--- src/rtl/serial_adder_ctrl.sv ---
// serial_adder_ctrl: bit-serial adder, one full-adder cell sequenced LSB first over WIDTH cycles
module serial_adder_ctrl #(
  parameter int WIDTH = 8
) (
  input  logic             clk,
  input  logic             rst_n,
  input  logic             in_valid,
  output logic             in_ready,
  input  logic [WIDTH-1:0] a,
  input  logic [WIDTH-1:0] b,
  input  logic             cin,
  output logic             out_valid,
  input  logic             out_ready,
  output logic [WIDTH-1:0] sum,
  output logic             cout,
  output logic             ovf,
  output logic             busy
);
  localparam int CW = $clog2(WIDTH);
  typedef enum logic [1:0] {IDLE, RUN, DONE} state_t;
  state_t state, nxt;
  logic [WIDTH-1:0] opa, opb, res;
  logic [CW-1:0] cnt;
  logic cr, fa_sum, fa_carry, last;
  always_comb begin
    fa_sum = opa[0] ^ opb[0] ^ cr;
    fa_carry = (opa[0] & opb[0]) | (cr & (opa[0] ^ opb[0]));
    last = cnt == CW'(WIDTH - 1);
  end
  always_ff @(posedge clk or negedge rst_n)
    if (!rst_n) state <= IDLE;
    else state <= nxt;
  always_comb
    nxt = state == IDLE ? (in_valid ? RUN : IDLE) :
          state == RUN  ? (last ? DONE : RUN) :
                          (out_ready ? IDLE : DONE);
  always_comb begin
    in_ready = state == IDLE;
    busy = state != IDLE;
    out_valid = state == DONE;
  end
  // sum/cout/ovf load only on the last bit so partial results never show
  always_ff @(posedge clk or negedge rst_n)
    if (!rst_n) begin
      opa <= '0;
      opb <= '0;
      res <= '0;
      cr <= 1'b0;
      cnt <= '0;
      sum <= '0;
      cout <= 1'b0;
      ovf <= 1'b0;
    end else if (state == IDLE && in_valid) begin
      opa <= a;
      opb <= b;
      cr <= cin;
      cnt <= '0;
    end else if (state == RUN) begin
      opa <= opa >> 1;
      opb <= opb >> 1;
      res <= {fa_sum, res[WIDTH-1:1]};
      cr <= fa_carry;
      cnt <= last ? '0 : cnt + CW'(1);
      if (last) begin
        sum <= {fa_sum, res[WIDTH-1:1]};
        cout <= fa_carry;
        ovf <= cr ^ fa_carry;
      end
    end
endmodule

--- config.mk ---
export PLATFORM = sky130hd
export DESIGN_NAME = serial_adder_ctrl
export DESIGN_NICKNAME = d
export VERILOG_FILES = /design/src/rtl/serial_adder_ctrl.sv
export SDC_FILE = /design/constraint.sdc
export NUM_CORES = 1
export LEC_CHECK = 0
export CELL_PAD_IN_SITES_DETAIL_PLACEMENT = 0
export CELL_PAD_IN_SITES_GLOBAL_PLACEMENT = 1
export CORE_MARGIN = 2
export CORE_UTILIZATION = 42
export CTS_CLUSTER_SIZE = 24
export DETAILED_ROUTE_END_ITERATION = 10
export PLACE_DENSITY = 0.88
export SYNTH_ARGS = -nofsm -noshare
export SYNTH_HDL_FRONTEND = slang
export SYNTH_SLANG_ARGS = --single-unit
--- constraint.sdc ---
create_clock -name clk -period 1.7 [get_ports clk]
set_input_delay 0.34 -clock clk [delete_from_list [all_inputs] [get_ports clk]]
set_output_delay 0.34 -clock clk [all_outputs]
set_load 0.02 [all_outputs]
==> results.toml, run 1 <==
[sta]
period_share = 0.940
fin_skew_ps = 5.47
setup_violations = 0
drv_slew = 0
hold-worst-slack_ps = -6.23
clock.fmax_ghz = 0.626
rsz0062_at_grt = "no"
worst_pin_slew_ps = 476
relSlewSlack = 0.683
finalCriticalPeriod_ps = 1600
final_hold_viol_count = 14

[final_layout]
fin_nets = 190
n_antenna_cell = 0
area_growth_syn_to_layout_pct = 26.1
final_cell_area_um2 = 2330
layout-drive-gt1-share = 0.277
mostFrequentLayoutCell = "dfrtp_1"
final_cell_mix = "39 x dfrtp_1, 29 x clkdlybuf4s50_1, 17 x mux2_2"

[synthesis]
synthFlopType = "dfrtp_1"
ys_ff_latch = 39
synth-simple-area-share = 0.135
synth_cell_types = 26
synth_area_per_cell_um2 = 14.1
synth_warnings = 0
synth-adder-area-share = 0.0312
netlist_area_um2 = 1850
synth_compound_area_frac = 0.125
syn_inst = 131
synth-edff-count = 0
synth.area.top_cells = "dfrtp_1 53%, mux2_2 10%, o221a_2 7.3%, or4b_1 6.5%, buf_6 4.9%"
synth_top_family_by_area = "simple AND/OR/NAND/NOR gates"
synth.yosys.seq_area_share = 0.529
synth_xor_area_frac = 0.00475
synthArstFlopShare = 1.00
synth_nets = 156
synth_top_area_share = 0.529
synth.area.mux_share = 0.104
synth.largest_area_cell = "dfrtp_1"

[worst_setup_path]
critical-path-max-stage-delay_ps = 460
start_kind = "flip-flop"
path_cells = "nor2_2, inv_1, dlygate4sd2_1"
worstPathArrival_ps = 1260
path_max_fanout = 6
rr_startpoint = "state[1]"
r2r_slack_ps = 160
r2r_cells = 4
crit_required_ps = 1360
r2r-end = "res[3]"
crit_path_top_delay_cell = "dfrtp_1"
critPathKind = "flip-flop to output port"
endpoint_kind = "output port"

[clock_network]
clkTransAtPathRegs_ps = 70
cts_hold_buffers = 0
insertion_delay_ps = 290
clockBufferDepth = 2
cts_made_buffers = 5
cts_sinks = 39
root_buffer = "clkbuf_8"
htreeDepth = 2
cts_tree = "done"

[place]
dp_hpwl_mm = 2.49
port_buffers = 33
dpl_cell_area_um2 = 2200
globalplace.congestion = 0.775

[hold_path]
hold_path.class = "input port to async pin"

[grt]
grt_pass1_vias = 1322
track_usage = 0.160
grt_max_degree = 27
antenna_found_initial = 0
grt_pass1_wl_mm = 6.20
overflow = 0

[floorplanning]
start_util = 0.430
dieArea_um2 = 4940
rows = 24
io_pins = 34
coreArea_um2 = 4290
die_w_um = 70.3
die_h_um = 70.3

[detailed_routing]
dr.pass1.iters = 2
drt_iter0_markers = 76
drc = 0
num_vias = 1218
viasPerCell = 5.59
drt_wl_total_mm = 3.57
antenna_left = 0
wl_per_cell_um = 16.4

[status]
failed_checks = "hold timing"
status = "finished, violations left"

[flow_run]
max_cap_viol_count = 0

[power_and_ir_drop]
power_density_nw_per_um2 = 1900
power_leakage_uw = 0.000983
power_uw = 4420
irDropWorstVdd_mv = 0.585
[flip-flops by register name, indices dropped and copies added, names as in the netlist]
name	count
cout	1
opb	8
cnt	3
res	7
cr	1
sum	8
ovf	1
state	2
opa	8
[how the worst max path moves through the flow]
stage | from | to | slack (ps) | cells after the start
floorplan | state[1] | busy | 160 | 4
global placement | in_valid | opb[3] | 20 | 4
detailed placement | in_valid | opa[5] | -2 | 4
CTS | state[0] | busy | 40 | 3
global route | state[0] | busy | 30 | 3
finish | state[0] | busy | 100 | 3
[repair_timing]
item / 4_1_cts / 5_1_grt
gates resized for setup: 3 / 1
cloned: 0 / 0
endpoints found under the setup margin: 3 / 1
hold endpoints to repair: 0 / 0
setup buffers: 0 / 0
[per-stage QoR]
step | std cells | setup TNS (ps) | util | setup WS (ps)
after floorplan | 131 | 0 | - | 159
after global placement | 210 | 0 | 0.511 | 17.0
after detailed placement | 210 | -1.71 | 0.511 | -1.71
after CTS | 218 | 0 | 0.541 | 36.6
after global routing | 218 | 0 | 0.542 | 33.7
final | 218 | 0 | 0.542 | 101
[critical path: cells and delay by family, from the launching register on]
kind	cells	cell delay (ps)
AND/OR/NAND/NOR	1	140
buffers and inverters	2	360
flip-flops	1	460
[synth_stat cells (3+ instances only)]
master and n:
or4b_1 12, nor2_1 3, nor3b_1 5, buf_6 8, a211oi_1 3, inv_1 6, dfrtp_1 39, mux2_2 17
nor4b_1 3, o221a_2 12, ha_1 3, buf_2 3
[logic make-up after synthesis]
logic type	count (synthesis)
buffers and inverters	18
AND/OR/NAND/NOR	28
multiplexers	17
AO/OA/AOI/OAI	24
flip-flops	39
adder cells (fa/ha/maj)	4
XOR/XNOR	1
[power breakdown]
| group | leakage (uW) | total [uW] | internal, uW | switching (uW) |
|---|---|---|---|---|
| Clock | 0.0000654 | 903 | 586 | 317 |
| Sequential | 0.000463 | 1680 | 1380 | 295 |
| Combinational | 0.000454 | 1840 | 1010 | 822 |
| Total | 0.000983 | 4420 | 2980 | 1430 |
[area by class of cell]
cell class                      count  area (um^2)
Sequential cell                    39          976
Multi-Input combinational cell     74          739
Tap cell                           52         65.1
Clock inverter                      2         60.1
Clock buffer                        6         72.6
Fill cell                         363         1970
Timing Repair Buffer               39          392
Inverter                            6         22.5
[metal layers]
metal,track usage,wire length [um],up-vias
met5,0,0,-
li1,-,-,568
met4,0.0726,76,0
met2,0.266,1830,22
met3,0.0404,114,8
met1,0.193,1540,620
(Power assumes the default switching activity.)
==> run 2: changes to the inputs <==
--- a/config.mk
+++ b/config.mk
@@ -11,7 +11,7 @@
 export CORE_UTILIZATION = 42
 export CTS_CLUSTER_SIZE = 24
 export DETAILED_ROUTE_END_ITERATION = 10
-export PLACE_DENSITY = 0.88
+export PLACE_DENSITY = 0.77
 export SYNTH_ARGS = -nofsm -noshare
 export SYNTH_HDL_FRONTEND = slang
 export SYNTH_SLANG_ARGS = --single-unit
==> run 2 against run 1 <==
Net effect: the run still ends with hold timing left; flip-flop and latch count did not move; first-iteration DRC count down 17%; non-clock buffer count unchanged; sequential power about the same; critical path depth decreased by 2; fmax rose by 1.3%; clock power is 32% lower; clock skew grew 2.1 ps; final cell count unchanged; global-route usage decreased by 0.98 points; wire length decreased by 7.3%; hold slack better by 5.0 ps; critical path type unchanged; highest routed layer unchanged.
==> results.toml, run 2 (same netlist as run 1, synthesis figures left out) <==
[floorplanning]
coreArea_um2 = 4290
start_util = 0.430
io_pins = 34
rows = 24
die_h_um = 70.3
dieArea_um2 = 4940
die_w_um = 70.3

[place]
post-place-ws_ps = -31.5
port_buffers = 33
dp_cells = 210
dp_hpwl_mm = 2.32
globalplace.congestion = 0.724

[sta]
rsz0062_at_grt = "no"
final_hold_viol_count = 2
relSlewSlack = 0.685
period_share = 0.929
worst_pin_slew_ps = 472
fin_ws_ps = 122
hold-worst-slack_ps = -1.27
tns_ps = 0
fin_skew_ps = 7.55
setup_violations = 0
drv_slew = 0
clock.fmax_ghz = 0.634
finalCriticalPeriod_ps = 1580

[detailed_routing]
num_vias = 1189
drt_iter0_markers = 63
drt_wl_total_mm = 3.31
drc = 0
dr.pass1.iters = 4
viasPerCell = 5.45
wl_per_cell_um = 15.2
antenna_left = 0

[power_and_ir_drop]
switching_share = 0.344
power.share.sequential = 0.403
p_sw_uw = 1400
comb_power_share = 0.446
power_density_nw_per_um2 = 1790
power.internal_uw = 2680
clock_power_share = 0.151
power_leakage_uw = 0.000958
irDropWorstVdd_mv = 1.13

[final_layout]
area_growth_syn_to_layout_pct = 23.6
n_antenna_cell = 0
mostFrequentLayoutCell = "dfrtp_1"
final_cell_mix = "39 x dfrtp_1, 29 x clkdlybuf4s50_1, 17 x mux2_2"
fin_cells = 218
reg.largest.list = "opa: 8 flops, opb: 8 flops, sum: 8 flops"
fin_nets = 190
utilization = 0.531
layout-drive-gt1-share = 0.277

[clock_network]
cts_tree = "done"
clockBufferDepth = 2
root_buffer = "clkbuf_8"
cts_sinks = 39
cts_hold_buffers = 0
cts_resized = 3
htreeDepth = 2
insertion_delay_ps = 290
postCtsSetupBuffers = 0
clkTransAtPathRegs_ps = 80
cts_made_buffers = 5

[worst_setup_path]
worstPathArrival_ps = 1240
path_buf_inv = 1
crit_required_ps = 1360
critical-path-max-stage-delay_ps = 600
path_delay_family = "buffers and inverters"
path_max_fanout = 2
crit_path_top_delay_cell = "clkdlybuf4s50_1"
endpoint_kind = "output port"
path_cells = "clkdlybuf4s50_1"
start_kind = "flip-flop"
critPathKind = "flip-flop to output port"

[grt]
track_usage = 0.150
grt_pass1_vias = 1236
overflow = 0
grt_max_degree = 29
antenna_found_initial = 0
grt_pass1_wl_mm = 5.87

[status]
failed_checks = "hold timing"
status = "finished, violations left"

[flow_run]
max_cap_viol_count = 0

[hold_path]
hold_path.class = "input port to async pin"
==> run 2: power groups by stage <==
stage	Clock [uW]	Combinational, uW	Sequential (uW)
2_1_floorplan	0	1270	1750
6_report	616	1820	1650
4_1_cts	640	1850	1650
5_1_grt	693	1980	1700
3_5_place_dp	0	1860	1670
3_3_place_gp	0	1790	1640
==> run 2: metrics by stage <==
step | cell area [um^2] | total power [uW] | hold WS, ps
finish | 2280 | 4080 | -1.27
detailed placement | 2200 | 3530 | 322
global route | 2280 | 4380 | 12.0
global placement | 2200 | 3430 | 312
floorplan | 1850 | 3020 | 44.4
CTS | 2280 | 4130 | 5.64
==> run 2: final timing paths <==
| check | endpoint | slack [ps] | startpoint | cells past startpoint |
|---|---|---|---|---|
| min reg2reg | sum[0] | 510 | sum[0] | 1 |
| max reg2reg | sum[7] | 180 | cnt[0] | 4 |
| min in group clk | sum[0] | 510 | sum[0] | 1 |
| max | sum[7] | 120 | sum[7] | 1 |
| max in group asynchronous | res[4] | 1240 | rst_n | 2 |
| min | opb[4] | -1 | rst_n | 1 |
==> run 2: final cells by class <==
cell class | count | area, um^2
tap | 52 | 65.1
fill | 384 | 2010
timing repair buffer | 39 | 392
clock buffer | 5 | 68.8
sequential | 39 | 976
multi-input combinational | 74 | 737
clock inverter | 3 | 20.0
inverter | 6 | 22.5
==> run 2: per-layer routing <==
metal,share of wire,vias up,track usage
met2,0.47,30,0.242
met4,0.0097,0,0.0513
met3,0.041,4,0.0361
met5,0,-,0
li1,-,566,-
met1,0.48,589,0.197
==> run 3: changes to the inputs <==
--- a/config.mk
+++ b/config.mk
@@ -7,7 +7,7 @@
 export LEC_CHECK = 0
 export CELL_PAD_IN_SITES_DETAIL_PLACEMENT = 0
 export CELL_PAD_IN_SITES_GLOBAL_PLACEMENT = 1
-export CORE_MARGIN = 2
+export CORE_MARGIN = 4
 export CORE_UTILIZATION = 42
 export CTS_CLUSTER_SIZE = 24
 export DETAILED_ROUTE_END_ITERATION = 10
==> run 3 against run 2 <==
Net effect: the flow now finishes without violations; wire length increased by 2.0%; clock skew decreased by 3.1 ps; total power increased by 7.3%; non-clock buffer count unchanged; flip-flop and latch count unchanged; critical path depth unchanged; combinational power about the same; worst setup slack got worse by 3.6 ps; critical path type unchanged.
==> results.toml, run 3 (same netlist as run 1, synthesis figures left out) <==
[status]
status = "finished, final reports clean"

[clock_network]
clockBufferDepth = 2
postCtsSetupBuffers = 0
root_buffer = "clkbuf_8"
htreeDepth = 2
cts_made_buffers = 5
cts_tree = "done"
clkTransAtPathRegs_ps = 70
insertion_delay_ps = 290
cts_sinks = 39

[detailed_routing]
viasPerCell = 5.51
num_vias = 1191
drt_iter0_markers = 69
drt_wl_total_mm = 3.37
wl_per_cell_um = 15.6
antenna_left = 0
drc = 0
dr.pass1.iters = 4

[place]
dp_cells = 208
dpl_cell_area_um2 = 2180
globalplace.congestion = 0.656
dp_hpwl_mm = 2.30
port_buffers = 33

[final_layout]
mostFrequentLayoutCell = "dfrtp_1"
final_cell_area_um2 = 2310
fin_cells = 216
n_antenna_cell = 0
layout-drive-gt1-share = 0.271
reg.largest.list = "opa: 8 flops, opb: 8 flops, sum: 8 flops"
nFillCells = 338
area_growth_syn_to_layout_pct = 25.2
fin_nets = 190
final_cell_mix = "39 x dfrtp_1, 29 x clkdlybuf4s50_1, 17 x mux2_2"

[worst_setup_path]
critical-path-max-stage-delay_ps = 600
crit_required_ps = 1360
critPathKind = "flip-flop to output port"
start_kind = "flip-flop"
path_delay_family = "buffers and inverters"
path_max_fanout = 2
crit_path_top_delay_cell = "clkdlybuf4s50_1"
endpoint_kind = "output port"
worstPathArrival_ps = 1240
path_cells = "clkdlybuf4s50_1"
path_buf_inv = 1

[sta]
final_hold_viol_count = 0
tns_ps = 0
relSlewSlack = 0.676
finalCriticalPeriod_ps = 1580
rsz0062_at_grt = "no"
drv_slew = 0
setup_violations = 0
worst_pin_slew_ps = 485
clock.fmax_ghz = 0.632
period_share = 0.931
fin_skew_ps = 4.48

[grt]
use_met1 = 0.182
antenna_found_initial = 0
overflow = 0
grt_max_degree = 40
grt_pass1_vias = 1187
grt_pass1_wl_mm = 5.61
gr-usage-met2 = 0.202
track_usage = 0.134
globalRouteMet3Util = 0.0486
grt-busiest-layer = "met2"

[power_and_ir_drop]
power_density_nw_per_um2 = 1900
irDropWorstVdd_mv = 0.921
power_uw = 4380
power_leakage_uw = 0.000978

[floorplanning]
rows = 23
dieArea_um2 = 5520
start_util = 0.448
die_h_um = 74.3
die_w_um = 74.3
io_pins = 34
coreArea_um2 = 4120

[flow_run]
max_cap_viol_count = 0

[hold_path]
hold_path.class = "input port to async pin"
run 3: changes by cell type in the layout (fill, tap and decap cells not counted), sizes merged:
cell / change
bufinv: +2
clkinv: -1
clkbuf: +1
clkinvlp: -2
run 3: timing repair:
action / CTS / global route
endpoints found under the setup margin: 3 / 0
hold buffers: 0 / 0
resized for setup: 3 / 0
run 3: worst paths after layout:
path,to,slack (ps),depth (start not counted),from
hold / removal,opa[3],90,2,rst_n
min in group clk,sum[0],500,1,res[1]
max in group asynchronous,opb[2],1270,2,rst_n
setup reg to reg,sum[1],190,4,cnt[0]
setup / recovery,sum[5],120,1,sum[5]
hold reg to reg,sum[0],500,1,res[1]
run 3: where the power goes:
group	internal (uW)	total, uW	switching, uW
clock	587	902	316
sequential	1380	1650	264
combinational	1010	1830	822
total	2980	4380	1400
run 3: per-stage QoR:
| step | hold WS, ps | utilization | worst slack, ps |
|---|---|---|---|
| after global routing | 132 | 0.561 | 59.0 |
| after CTS | 109 | 0.561 | 102 |
| after detailed placement | 419 | 0.530 | -8.30 |
| final | 89.3 | 0.561 | 118 |
| after floorplan | 44.4 | - | 159 |
| after global placement | 411 | 0.530 | 16.4 |
run 3: final cells by class:
| class | instances | area (um^2) | area share |
|---|---|---|---|
| inverters | 6 | 22.5 | 0.00975 |
| repair buffers | 39 | 379 | 0.164 |
| clock inverters | 2 | 60.1 | 0.0260 |
| flip-flops and latches | 39 | 976 | 0.423 |
| well taps | 50 | 62.6 | 0.0271 |
| multi-input cells | 74 | 737 | 0.319 |
| clock buffers | 6 | 72.6 | 0.0314 |
run 3: layer usage:
layer	vias up	wire, um	share of wire
met4	0	47	0.014
li1	565	-	-
met5	-	0	0
met2	30	1590	0.47
met1	591	1570	0.47
met3	5	164	0.049
